==> config.mk <==
export PLATFORM = sky130hd
export DESIGN_NAME = core_bus_bridge_flat
export DESIGN_NICKNAME = d
export VERILOG_FILES = /design/src/rtl/core_bus_bridge_pkg.sv /design/src/rtl/core_bus_bridge_if.sv /design/src/rtl/core_bus_bridge.sv /design/src/flat_wrapper.sv
export SDC_FILE = /design/constraint.sdc
export NUM_CORES = 1
export LEC_CHECK = 0
export ABC_AREA = 1
export BUFFER_PORTS_ARGS = -buffer_cell sky130_fd_sc_hd__buf_2
export CAP_MARGIN = 10
export CORE_ASPECT_RATIO = 0.75
export CORE_UTILIZATION = 50
export CTS_CLUSTER_SIZE = 10
export DETAILED_ROUTE_END_ITERATION = 8
export PLACE_DENSITY = 0.76
export SYNTH_ARGS = -nofsm -noshare
export SYNTH_HDL_FRONTEND = slang
export SYNTH_SLANG_ARGS = --single-unit
==> constraint.sdc <==
create_clock -name clock -period 2.9 [get_ports clock]
set_input_delay 0.29 -clock clock [delete_from_list [all_inputs] [get_ports clock]]
set_output_delay 0.29 -clock clock [all_outputs]
set_load 0.03 [all_outputs]
==> src/rtl/core_bus_bridge_pkg.sv <==
// Shared types and helpers for the 6502 core bus bridge: FSM state encoding,
// the data returned on an aborted external access, and the RAM region decode.
package bridge_pkg;

    typedef enum logic [1:0] {
        IDLE = 2'd0,
        RAM  = 2'd1,
        EXT  = 2'd2,
        RDY  = 2'd3
    } state_t;

    localparam logic [7:0] ERR_DATA = 8'hFF;

    // The RAM occupies the bottom 2**ram_aw bytes; everything above is external.
    function automatic logic is_ram(input logic [15:0] addr, input int unsigned ram_aw);
        return (addr >> ram_aw) == 16'd0;
    endfunction

endpackage

==> src/rtl/core_bus_bridge_if.sv <==
// Bus bundle between the 6502 core, the on-chip RAM, the external req/ack port
// and the bridge; the bridge uses the master view, the environment the slave view.
interface core_bus_bridge_if #(
    parameter int RAM_AW = 14
);
    logic [15:0]       core_address;
    logic [7:0]        core_out;
    logic              core_we;
    logic              core_hold;
    logic [7:0]        core_in;

    logic [RAM_AW-1:0] ram_addr;
    logic [7:0]        ram_wdata;
    logic              ram_we;
    logic [7:0]        ram_rdata;

    logic              ext_req;
    logic              ext_we;
    logic [15:0]       ext_addr;
    logic [7:0]        ext_wdata;
    logic [7:0]        ext_rdata;
    logic              ext_ack;

    modport master (
        input  core_address, core_out, core_we, ram_rdata, ext_rdata, ext_ack,
        output core_hold, core_in, ram_addr, ram_wdata, ram_we,
               ext_req, ext_we, ext_addr, ext_wdata
    );

    modport slave (
        output core_address, core_out, core_we, ram_rdata, ext_rdata, ext_ack,
        input  core_hold, core_in, ram_addr, ram_wdata, ram_we,
               ext_req, ext_we, ext_addr, ext_wdata
    );

endinterface

==> src/rtl/core_bus_bridge.sv <==
// Paces the 6502 core's single-cycle bus onto a 1-cycle-latency RAM or a
// variable-latency req/ack port, releasing core_hold for one cycle per access.
module core_bus_bridge
    import bridge_pkg::*;
#(
    parameter int RAM_AW  = 14,
    parameter int TIMEOUT = 255
) (
    input  logic              clock,
    input  logic              reset_n,
    input  logic              run,
    core_bus_bridge_if.master bus,
    output logic              bus_error
);

    localparam logic [7:0] CNT_LAST = 8'(TIMEOUT - 1);

    state_t            state_reg,     state_next;
    logic [15:0]       addr_reg,      addr_next;
    logic              we_reg,        we_next;
    logic [7:0]        wdata_reg,     wdata_next;
    logic [7:0]        cnt_reg,       cnt_next;
    logic [7:0]        rdata_reg,     rdata_next;
    logic              src_ram_reg,   src_ram_next;
    logic              ext_req_reg,   ext_req_next;
    logic [RAM_AW-1:0] ram_addr_reg,  ram_addr_next;
    logic [7:0]        ram_wdata_reg, ram_wdata_next;
    logic              bus_error_reg, bus_error_next;

    always_ff @(posedge clock) begin
        if (!reset_n) begin
            state_reg     <= IDLE;
            addr_reg      <= '0;
            we_reg        <= 1'b0;
            wdata_reg     <= '0;
            cnt_reg       <= '0;
            rdata_reg     <= '0;
            src_ram_reg   <= 1'b0;
            ext_req_reg   <= 1'b0;
            ram_addr_reg  <= '0;
            ram_wdata_reg <= '0;
            bus_error_reg <= 1'b0;
        end else begin
            state_reg     <= state_next;
            addr_reg      <= addr_next;
            we_reg        <= we_next;
            wdata_reg     <= wdata_next;
            cnt_reg       <= cnt_next;
            rdata_reg     <= rdata_next;
            src_ram_reg   <= src_ram_next;
            ext_req_reg   <= ext_req_next;
            ram_addr_reg  <= ram_addr_next;
            ram_wdata_reg <= ram_wdata_next;
            bus_error_reg <= bus_error_next;
        end
    end

    always_comb begin
        state_next     = state_reg;
        addr_next      = addr_reg;
        we_next        = we_reg;
        wdata_next     = wdata_reg;
        cnt_next       = cnt_reg;
        rdata_next     = rdata_reg;
        src_ram_next   = src_ram_reg;
        ext_req_next   = ext_req_reg;
        ram_addr_next  = ram_addr_reg;
        ram_wdata_next = ram_wdata_reg;
        bus_error_next = bus_error_reg;

        case (state_reg)
            IDLE: begin
                if (run) begin
                    addr_next  = bus.core_address;
                    we_next    = bus.core_we;
                    wdata_next = bus.core_out;
                    if (is_ram(bus.core_address, RAM_AW)) begin
                        state_next     = RAM;
                        ram_addr_next  = bus.core_address[RAM_AW-1:0];
                        ram_wdata_next = bus.core_out;
                    end else begin
                        state_next   = EXT;
                        ext_req_next = 1'b1;
                        cnt_next     = '0;
                    end
                end
            end
            RAM: begin
                src_ram_next = 1'b1;
                state_next   = RDY;
            end
            EXT: begin
                // An ack arriving on the timeout edge still completes the access cleanly.
                if (bus.ext_ack) begin
                    rdata_next   = bus.ext_rdata;
                    ext_req_next = 1'b0;
                    src_ram_next = 1'b0;
                    state_next   = RDY;
                end else if (cnt_reg == CNT_LAST) begin
                    rdata_next     = ERR_DATA;
                    bus_error_next = 1'b1;
                    ext_req_next   = 1'b0;
                    src_ram_next   = 1'b0;
                    state_next     = RDY;
                end else begin
                    cnt_next = cnt_reg + 8'd1;
                end
            end
            RDY: begin
                state_next = IDLE;
            end
            default: begin
                state_next = IDLE;
            end
        endcase
    end

    // Holding core_hold high during reset lets the core run its own synchronous reset.
    always_comb begin
        bus.core_hold = !reset_n || (state_reg == RDY);
        bus.core_in   = 8'h00;
        if (reset_n && state_reg == RDY) begin
            if (we_reg)
                bus.core_in = wdata_reg;
            else if (src_ram_reg)
                bus.core_in = bus.ram_rdata;
            else
                bus.core_in = rdata_reg;
        end
    end

    assign bus.ram_addr  = ram_addr_reg;
    assign bus.ram_wdata = ram_wdata_reg;
    assign bus.ram_we    = (state_reg == RAM) && we_reg;
    assign bus.ext_req   = ext_req_reg;
    assign bus.ext_we    = we_reg;
    assign bus.ext_addr  = addr_reg;
    assign bus.ext_wdata = wdata_reg;
    assign bus_error     = bus_error_reg;

endmodule

==> src/flat_wrapper.sv <==
// flat-port wrapper written by rule: the top's interface ports become plain ports
module core_bus_bridge_flat import bridge_pkg::*;
#(
    parameter int RAM_AW  = 14,
    parameter int TIMEOUT = 255
)
  (clock, reset_n, run, bus_error, bus_core_address, bus_core_out, bus_core_we, bus_ram_rdata, bus_ext_rdata, bus_ext_ack, bus_core_hold, bus_core_in, bus_ram_addr, bus_ram_wdata, bus_ram_we, bus_ext_req, bus_ext_we, bus_ext_addr, bus_ext_wdata);
  core_bus_bridge_if #(.RAM_AW(RAM_AW)) bus_i ();
  input  logic clock;
  input  logic reset_n;
  input  logic run;
  output logic bus_error;
  input wire logic [$bits(bus_i.core_address)-1:0] bus_core_address;
  input wire logic [$bits(bus_i.core_out)-1:0] bus_core_out;
  input wire logic [$bits(bus_i.core_we)-1:0] bus_core_we;
  input wire logic [$bits(bus_i.ram_rdata)-1:0] bus_ram_rdata;
  input wire logic [$bits(bus_i.ext_rdata)-1:0] bus_ext_rdata;
  input wire logic [$bits(bus_i.ext_ack)-1:0] bus_ext_ack;
  output wire logic [$bits(bus_i.core_hold)-1:0] bus_core_hold;
  output wire logic [$bits(bus_i.core_in)-1:0] bus_core_in;
  output wire logic [$bits(bus_i.ram_addr)-1:0] bus_ram_addr;
  output wire logic [$bits(bus_i.ram_wdata)-1:0] bus_ram_wdata;
  output wire logic [$bits(bus_i.ram_we)-1:0] bus_ram_we;
  output wire logic [$bits(bus_i.ext_req)-1:0] bus_ext_req;
  output wire logic [$bits(bus_i.ext_we)-1:0] bus_ext_we;
  output wire logic [$bits(bus_i.ext_addr)-1:0] bus_ext_addr;
  output wire logic [$bits(bus_i.ext_wdata)-1:0] bus_ext_wdata;
  assign bus_i.core_address = bus_core_address;
  assign bus_i.core_out = bus_core_out;
  assign bus_i.core_we = bus_core_we;
  assign bus_i.ram_rdata = bus_ram_rdata;
  assign bus_i.ext_rdata = bus_ext_rdata;
  assign bus_i.ext_ack = bus_ext_ack;
  assign bus_core_hold = bus_i.core_hold;
  assign bus_core_in = bus_i.core_in;
  assign bus_ram_addr = bus_i.ram_addr;
  assign bus_ram_wdata = bus_i.ram_wdata;
  assign bus_ram_we = bus_i.ram_we;
  assign bus_ext_req = bus_i.ext_req;
  assign bus_ext_we = bus_i.ext_we;
  assign bus_ext_addr = bus_i.ext_addr;
  assign bus_ext_wdata = bus_i.ext_wdata;
  core_bus_bridge #(.RAM_AW(RAM_AW), .TIMEOUT(TIMEOUT)) u_core (.clock(clock), .reset_n(reset_n), .run(run), .bus(bus_i), .bus_error(bus_error));
endmodule
# [After elaboration in Yosys (flattened, before gate mapping)]
# Index checks and enable logic that the tools add are counted.
[totals] register_bits=68 inputBits=45 out_inout_bits=59 elab_cells=60
[classes] eq_ne=9 reduce_logical=17 n_addsub=1 n_mux=21 bitwise=1
[ops] op="$mux W8" count=9
[ops] op="$logic_not A16 Y1" count=1
[ops] op="$pmux W8 S2" count=1
[ops] op="$add A8 B1 Y8 const B" count=1
[ops] op="$eq A8 B8 Y1 const B" count=1
[ops] op="$mux W2" count=4
[ops] op="$ne A2 B2 Y1 const B" count=4
[ops] op="$pmux W2 S4" count=1
[ops] op="$reduce_and A2 Y1" count=4
[ops] op="$reduce_and A3 Y1" count=2
[ops] op="$reduce_bool A2 Y1" count=3
[ops] op="$reduce_and A5 Y1" count=1
[ops] op="$eq A2 B2 Y1 const B" count=2
[ops] op="$mux W1" count=4
[ops] op="$pmux W1 S2" count=2
[ops] op="$reduce_and A4 Y1" count=1
[ops] op="$ne A3 B2 Y1 const B" count=1
[ops] op="$eq A2 B1 Y1 const B" count=1
[ops] op="$logic_and A1 B1 Y1" count=2
[ops] op="$logic_not A2 Y1" count=1
[ops] op="$logic_not A1 Y1" count=1
[ops] op="$logic_or A1 B1 Y1" count=1
[ops] op="$not A1 Y1" count=1

# [Longest topological paths before layout]
# Gate-level depths: netlist of the first run.
[depth] depth_word=4 ltp_mapped=12 depth_no_buf=11

# [Worst setup path after synthesis of the first run]
# Ideal clock, no wire load.
[synth_timing] path_kind="register to output" from="register u_core.we_reg (netlist: u_core.bus.ext_we)" to="output port bus_core_in[0]" slack_ps=1273 stages_incl_launch_ff=5 arrival_ps=1337 n_path_buf=2 required_time_ps=2610 cell_sequence="dfxtp_1 -> clkbuf_1 -> clkbuf_1 -> o21ai_0 -> inv_1"
[synth_via] elab_chain_cells=2
[synth_lines] item="start, declared" line_no="core_bus_bridge.sv:20" source="logic we_reg, we_next;"
[synth_lines] item="start signal, assigned" line_no="core_bus_bridge.sv:46" source="we_reg <= we_next;"
[synth_lines] item="$mux W8" line_no="core_bus_bridge.sv:123" source="if (we_reg)"
[synth_lines] item="$mux W8" line_no="core_bus_bridge.sv:122" source="if (reset_n && state_reg == RDY) begin"
[synth_lines] item="end, declared" line_no="flat_wrapper.sv:20" source="output wire logic [$bits(bus_i.core_in)-1:0] bus_core_in;"
# Every way passes these cells.

# [Worst setup path in the final report of the first run]
[layout_timing] from="register u_core.state_reg[0]" to="output port bus_core_in[5]"
[layout_via] elab_chain_cells=3
[layout_lines] item="start, declared" line_no="core_bus_bridge.sv:18" source="state_t state_reg, state_next;"
[layout_lines] item="start signal, assigned" line_no="core_bus_bridge.sv:44" source="state_reg <= state_next;"
[layout_lines] item="$eq A2 B2 Y1" line_no="core_bus_bridge.sv:122"
[layout_lines] item="$logic_and A1 B1 Y1" line_no="core_bus_bridge.sv:122"
[layout_lines] item="$mux W8" line_no="core_bus_bridge.sv:122"
# Every way passes these cells.

==> run metrics, run 1 <==
status complete, no violations; # DRC 0; Ant. Diodes 0; worst path bufs/invs 2; vias in the first global route 2850; Std-Cell Rows 24; Mapped Area 3090 um2; global-route wire length before repair 13000 um; height of the die 70.0 um; setup_tns 0 ns; PortBufs 103; Final Setup Violations 0; Via Count 3035; Worst Path Required 2.61 ns; nets 564; io pins 104; Hold WC Path Type in2reg; DRT iter0 DRCs 114; Cell Pwr Density 702 nW/um2; worst-margin pin slew 0.816 ns; CTS Buf Count 9; area leader, netlist dfxtp_1; total of max-cap violations 0; Avg WL per Cell 13.1 um; Yosys cell types 30; Final WS setup 0.872 ns; # Post-CTS Setup Buffers 0; WHS 0.198 ns; final worst path period share 0.699; clk sink count 68; worst-case clock buffer depth 2; syn nets 468; area grow syn2layout 24.6%; share of layout cells above drive strength 1 0.286; Worst IR Drop VDD 0.353 mV; max_slew headroom 0.455; CP max stage delay 0.39 ns; largest net degree at the start of global routing 41; Worst Skew 0.00984 ns; first-pass detailed-route iteration total 4; CTS root buffer clkbuf_8; Post-DRT Antenna Nets 0; Fill cells 542; unrepaired setup endpoints after global routing false; CP Data Arrival Time 1.74 ns; post-layout util 0.653; hold buffer count at CTS 0; CP Cell Sequence ha_1 -> nand2_1 -> a21oi_1 -> o21ai_0 -> inv_1 -> buf_2; H-tree levels 3; Clk pin slew, worst setup/hold paths 0.08 ns; Peak Freq 493 MHz; synth warn 0; global route overflow 0; largest fanout on the critical path 8; RePlAce Congestion 0.798; slowest library cell on the worst path dfxtp_1; Worst Setup End Kind primary output; Critical Path Source Type register; max reg flops 16; Seq/Total Area, Yosys 0.441; CTS tree yes; synthesis-stage register bit count 68; post-synth top area share 0.441; Post-DP HPWL 5350 um; initial antenna violation count 0; Place WS 0.839 ns; cell family with most CP delay flip-flops; post-route minimum period 2.03 ns; Core Area 5890 um2; largest cells by area after synthesis dfxtp_1 44%, a21oi_1 8.1%, nor2_1 7.9%; worst setup path class reg2out; Post-Syn Instances 416; final wirelength 7810 um; fin. max-slew vios 0; clk_lat worst skew 0.36 ns; Leak 1.91 nW; syn avg cell area 7.42 um2; Vias/cell 5.10; width of the chip 92.7 um; Fin. Hold Viols 0; total track usage 0.255; post_cts resized 0; die area 6490 um2; starting density of the core 0.524
==> routing by layer <==
layer / global-route usage / wire, um
met5: 0 / 0
met4: 0.101 / 107
met3: 0.0752 / 564
met2: 0.411 / 3450
met1: 0.322 / 3690
==> report_power, final <==
part | internal [W] | switching [W] | total (W)
clock network | 0.000489 | 0.000384 | 0.000873
registers | 0.00103 | 0.0000743 | 0.00111
logic | 0.000230 | 0.000490 | 0.000720
total | 0.00175 | 0.000948 | 0.00270
==> worst reg2reg max path, stage by stage, from the launching register on <==
cell	delay (ns)
dfxtp_1	0.39
inv_1	0.10
ha_1	0.25
nand2_1	0.09
inv_1	0.05
nand2_1	0.60
nor2_1	0.10
a21oi_1	0.14
nor2_1	0.05
==> Yosys cell counts <==
cell      count
o21ai_0      44
inv_1        43
nor3b_1       1
nor2_2        3
inv_2         1
clkbuf_1     11
o21ai_2       1
o21a_1        1
buf_4         2
buf_2         7
or2_2         1
nand4_1       2
o21bai_2      1
nor2_1       65
clkbuf_2      1
nand2_8       1
nor2_4        1
o21bai_1      1
nand2_2       3
nand3_1      29
buf_6         1
ha_1          7
mux2_2        8
nor2_8        1
inv_4         1
a21oi_1      50
dfxtp_1      68
nand2_4       2
nand2_1      58
nand3_4       1
==> kinds of logic after synthesis <==
kind of cell / synth area share
flip-flops: 0.441
multiplexers: 0.0292
adder cells (fa/ha/maj): 0.0284
buffers and inverters: 0.0904
AO/OA/AOI/OAI: 0.164
AND/OR/NAND/NOR: 0.247
==> cells in the final DEF, fill, tap and decap left out, drive strengths merged <==
cell,count
o21ai,45
o21bai,2
buf,107
inv,46
o21a,1
nand4,2
ha,7
nor2,70
mux2,8
clkinv,4
nand3,30
or2,1
nand2,64
bufinv,2
clkbuf,9
nor3b,1
a21oi,50
dfxtp,68
==> cell type report <==
cell class	instances	area (um2)	share of cell area
clock buffers	9	124	0.0322
flip-flops and latches	68	1360	0.354
multi-input cells	281	1450	0.376
well taps	78	97.6	0.0254
clock inverters	7	100	0.0260
repair buffers	107	546	0.142
inverters	45	171	0.0446
==> stage by stage <==
stage | instances | power, W | cell area, um2
final | 595 | 0.00270 | 3840
after global routing | 595 | 0.00284 | 3840
after CTS | 595 | 0.00271 | 3840
after floorplan | 416 | 0.00165 | 3090
after global placement | 579 | 0.00182 | 3620
after detailed placement | 579 | 0.00184 | 3620
==> final timing paths <==
kind / from / to / slack [ns] / cells after the start
hold / removal: bus_core_we / u_core.bus.ext_we / 0.20 / 3
setup reg to reg: u_core.state_reg[0] / u_core.bus.ram_addr[0] / 1.02 / 8
hold reg to reg: u_core.bus_error / u_core.bus_error / 0.46 / 1
setup / recovery: u_core.state_reg[0] / bus_core_in[5] / 0.87 / 6
Note: power is estimated with default switching activity, not from simulation.
==> inputs of run 2 (changes only) <==
--- a/config.mk
+++ b/config.mk
@@ -5,14 +5,14 @@
 export SDC_FILE = /design/constraint.sdc
 export NUM_CORES = 1
 export LEC_CHECK = 0
-export ABC_AREA = 1
+export ABC_AREA = 0
 export BUFFER_PORTS_ARGS = -buffer_cell sky130_fd_sc_hd__buf_2
 export CAP_MARGIN = 10
 export CORE_ASPECT_RATIO = 0.75
-export CORE_UTILIZATION = 50
+export CORE_UTILIZATION = 45
 export CTS_CLUSTER_SIZE = 10
 export DETAILED_ROUTE_END_ITERATION = 8
-export PLACE_DENSITY = 0.76
+export PLACE_DENSITY = 0.73
 export SYNTH_ARGS = -nofsm -noshare
 export SYNTH_HDL_FRONTEND = slang
 export SYNTH_SLANG_ARGS = --single-unit
==> constraint.sdc (replaced) <==
create_clock -name clock -period 1.78 [get_ports clock]
set_input_delay 0.178 -clock clock [delete_from_list [all_inputs] [get_ports clock]]
set_output_delay 0.178 -clock clock [all_outputs]
set_load 0.03 [all_outputs]
==> run 2 against run 1 <==
Critical path depth decreased by 2. Die area increased by 7.2%. Cell count decreased by 7.4%. Synthesized cell count decreased by 13%. Sequential cell count unchanged. Wire length decreased by 3.0%. Critical path type unchanged. Largest power group unchanged.
==> run metrics, run 2 <==
Core Area 6350 um2 (was 5890 um2); Async SR Flop Fraction 0 (unchanged); most common cell after layout, fill and taps aside buf_2 (unchanged); worst path bufs/invs 1 (was 2); count leader, synth nand2_1 (was dfxtp_1); largest cells by area after synthesis dfxtp_1 46%, nand2_1 13%, a21oi_1 11% (was dfxtp_1 44%, a21oi_1 8.1%, nor2_1 7.9%); fin. max-slew vios 0 (unchanged); Worst Skew 0.00630 ns (was 0.00984 ns); Yosys cell types 42 (was 30); Leak 1.64 nW (was 1.91 nW); Fin. Hold Viols 0 (unchanged); CTS tree yes (unchanged); worst setup path class reg2out (unchanged); max reg flops 16 (unchanged); largest fanout on the critical path 8 (unchanged); area grow syn2layout 25.7% (was 24.6%); io pins 104 (unchanged); global-route wire length before repair 11700 um (was 13000 um); WHS 0.0693 ns (was 0.198 ns); clk sink count 68 (unchanged); RePlAce Congestion 0.822 (was 0.798); cell family with most CP delay flip-flops (unchanged); unrepaired setup endpoints after global routing false (unchanged); Via Count 2859 (was 3035); met3 Track Usage GR 0.0881 (was 0.0752); Critical Path Source Type register (unchanged); R2R depth 6 (was 8); commonest non-fill, non-tap cells in the layout 103 x buf_2, 102 x nand2_1, 66 x dfxtp_1 (was 103 x buf_2, 68 x dfxtp_1, 65 x nor2_1); placed insts 534 (was 579); total track usage 0.220 (was 0.255); syn avg cell area 8.24 um2 (was 7.42 um2); total of max-cap violations 0 (unchanged); Mapped Area 2980 um2 (was 3090 um2); WP depth 4 (was 6); synth warn 0 (unchanged); Main synth FF type dfxtp_1 (unchanged); most used routing layer met2 (unchanged); non-filler cells, final 551 (was 595); Hold Path Stages 3 (unchanged); Worst Path Required 1.60 ns (was 2.61 ns); # DRC 0 (unchanged); first-pass detailed-route iteration total 4 (unchanged); PortBufs 103 (unchanged); Post-DRT Antenna Nets 0 (unchanged); reg2reg setup slack 0.12 ns (was 1.02 ns); worst-margin pin slew 0.336 ns (was 0.816 ns); Vias/cell 5.19 (was 5.10); vias in the first global route 2537 (was 2850); starting density of the core 0.470 (was 0.524); Hold WC Path Type in2reg (unchanged); Clk pin slew, worst setup/hold paths 0.07 ns (was 0.08 ns); Worst Setup End Kind primary output (unchanged); area leader, netlist dfxtp_1 (unchanged); CTS Buf Count 9 (unchanged); Peak Freq 598 MHz; max_slew headroom 0.776 (was 0.455); Std-Cell Rows 25 (was 24); hold buffer count at CTS 0 (unchanged); Seq/Total Area, Yosys 0.457 (was 0.441); initial antenna violation count 0 (unchanged); syn nets 414 (was 468); setup_tns 0 ns (unchanged); Cell Pwr Density 1300 nW/um2 (was 702 nW/um2); CTS root buffer clkbuf_8 (unchanged); synthesis-stage register bit count 68 (unchanged); Worst IR Drop VDD 0.701 mV (was 0.353 mV); status complete, no violations (unchanged); H-tree levels 3 (unchanged); Ant. Diodes 0 (unchanged); nets 517 (was 564); global route overflow 0 (unchanged); number of synthesized flops with an enable pin 0 (unchanged); CP max stage delay 0.40 ns (was 0.39 ns); width of the chip 96.0 um (was 92.7 um); CP Data Arrival Time 1.49 ns (was 1.74 ns); final worst path period share 0.939; height of the die 72.5 um (was 70.0 um); slowest library cell on the worst path dfxtp_1 (unchanged); die area 6960 um2 (was 6490 um2); final wirelength 7580 um (was 7810 um); post-route minimum period 1.67 ns; Commonest cells post-synth 103 x nand2_1, 68 x dfxtp_1, 65 x a21oi_1, 25 x nor2_1, 9 x mux2i_1 (was 68 x dfxtp_1, 65 x nor2_1, 58 x nand2_1, 50 x a21oi_1, 44 x o21ai_0); largest net degree at the start of global routing 30 (was 41); Avg WL per Cell 13.8 um (was 13.1 um); Post-Syn Instances 362 (was 416); clk_lat worst skew 0.34 ns (was 0.36 ns); Post-DP HPWL 5470 um (was 5350 um); CP Cell Sequence ha_1 -> nand2_2 -> nor2_1 -> buf_2 (was ha_1 -> nand2_1 -> a21oi_1 -> o21ai_0 -> inv_1 -> buf_2); worst-case clock buffer depth 2 (unchanged); share of layout cells above drive strength 1 0.304 (was 0.286); DRT iter0 DRCs 80 (was 114); met2 usage 0.338 (was 0.411); routing usage on met1 0.289 (was 0.322); post-synth top area share 0.457 (was 0.441); Final Setup Violations 0 (unchanged)
-- run 2: repair_timing --
action	CTS	global route
pin swaps	0	1
buffers inserted	0	1
resized for setup	1	6
endpoints found under the setup margin	8	17
-- run 2: worst paths after layout --
check / startpoint / end
max reg2reg: u_core.cnt_reg[0] / u_core.rdata_reg[7]
min: bus_core_we / u_core.bus.ext_we
max: u_core.state_reg[0] / bus_core_in[6]
min reg2reg: u_core.bus.ram_addr[3] / u_core.bus.ram_addr[3]
-- run 2: metal layers --
layer,up-vias,part of all wire
met4,0,0.0073
met3,7,0.074
met2,92,0.43
met5,-,0
li1,1442,-
met1,1318,0.48
-- run 2: layout make-up --
class | instances | area, um2
Fill cell | 598 | 2600
Clock buffer | 12 | 145
Sequential cell | 68 | 1370
Timing Repair Buffer | 112 | 596
Inverter | 7 | 26.3
Clock inverter | 4 | 48.8
Tap cell | 81 | 101
Multi-Input combinational cell | 267 | 1460
-- run 2: stage by stage --
stage	area, um2	setup slack, ns	util	total power [W]
final	3750	0.109	0.590	0.00486
after global placement	3530	0.150	0.556	0.00357
after detailed placement	3530	0.0778	0.556	0.00360
after CTS	3720	0.0540	0.586	0.00487
after global routing	3750	0.0296	0.590	0.00515
after floorplan	2980	0.0318	-	0.00316
-- run 2: cells by family after synthesis --
logic type	share of synthesized area
multiplexers	0.0302
adder cells (fa/ha/maj)	0.0294
AO/OA/AOI/OAI	0.203
flip-flops	0.457
buffers and inverters	0.0566
AND/OR/NAND/NOR	0.225
-- run 2: worst register-to-register path: stages (launching register included) --
cell,delay (ns)
dfxtp_1,0.38
inv_1,0.07
ha_1,0.21
and3_1,0.25
a21oi_4,0.29
nor2_4,0.10
o221a_2,0.25
-- run 2: where the power goes --
group / internal [W] / switching (W)
Sequential: 0.00175 / 0.000189
Combinational: 0.000597 / 0.00106
Clock: 0.000684 / 0.000580
Total: 0.00303 / 0.00183
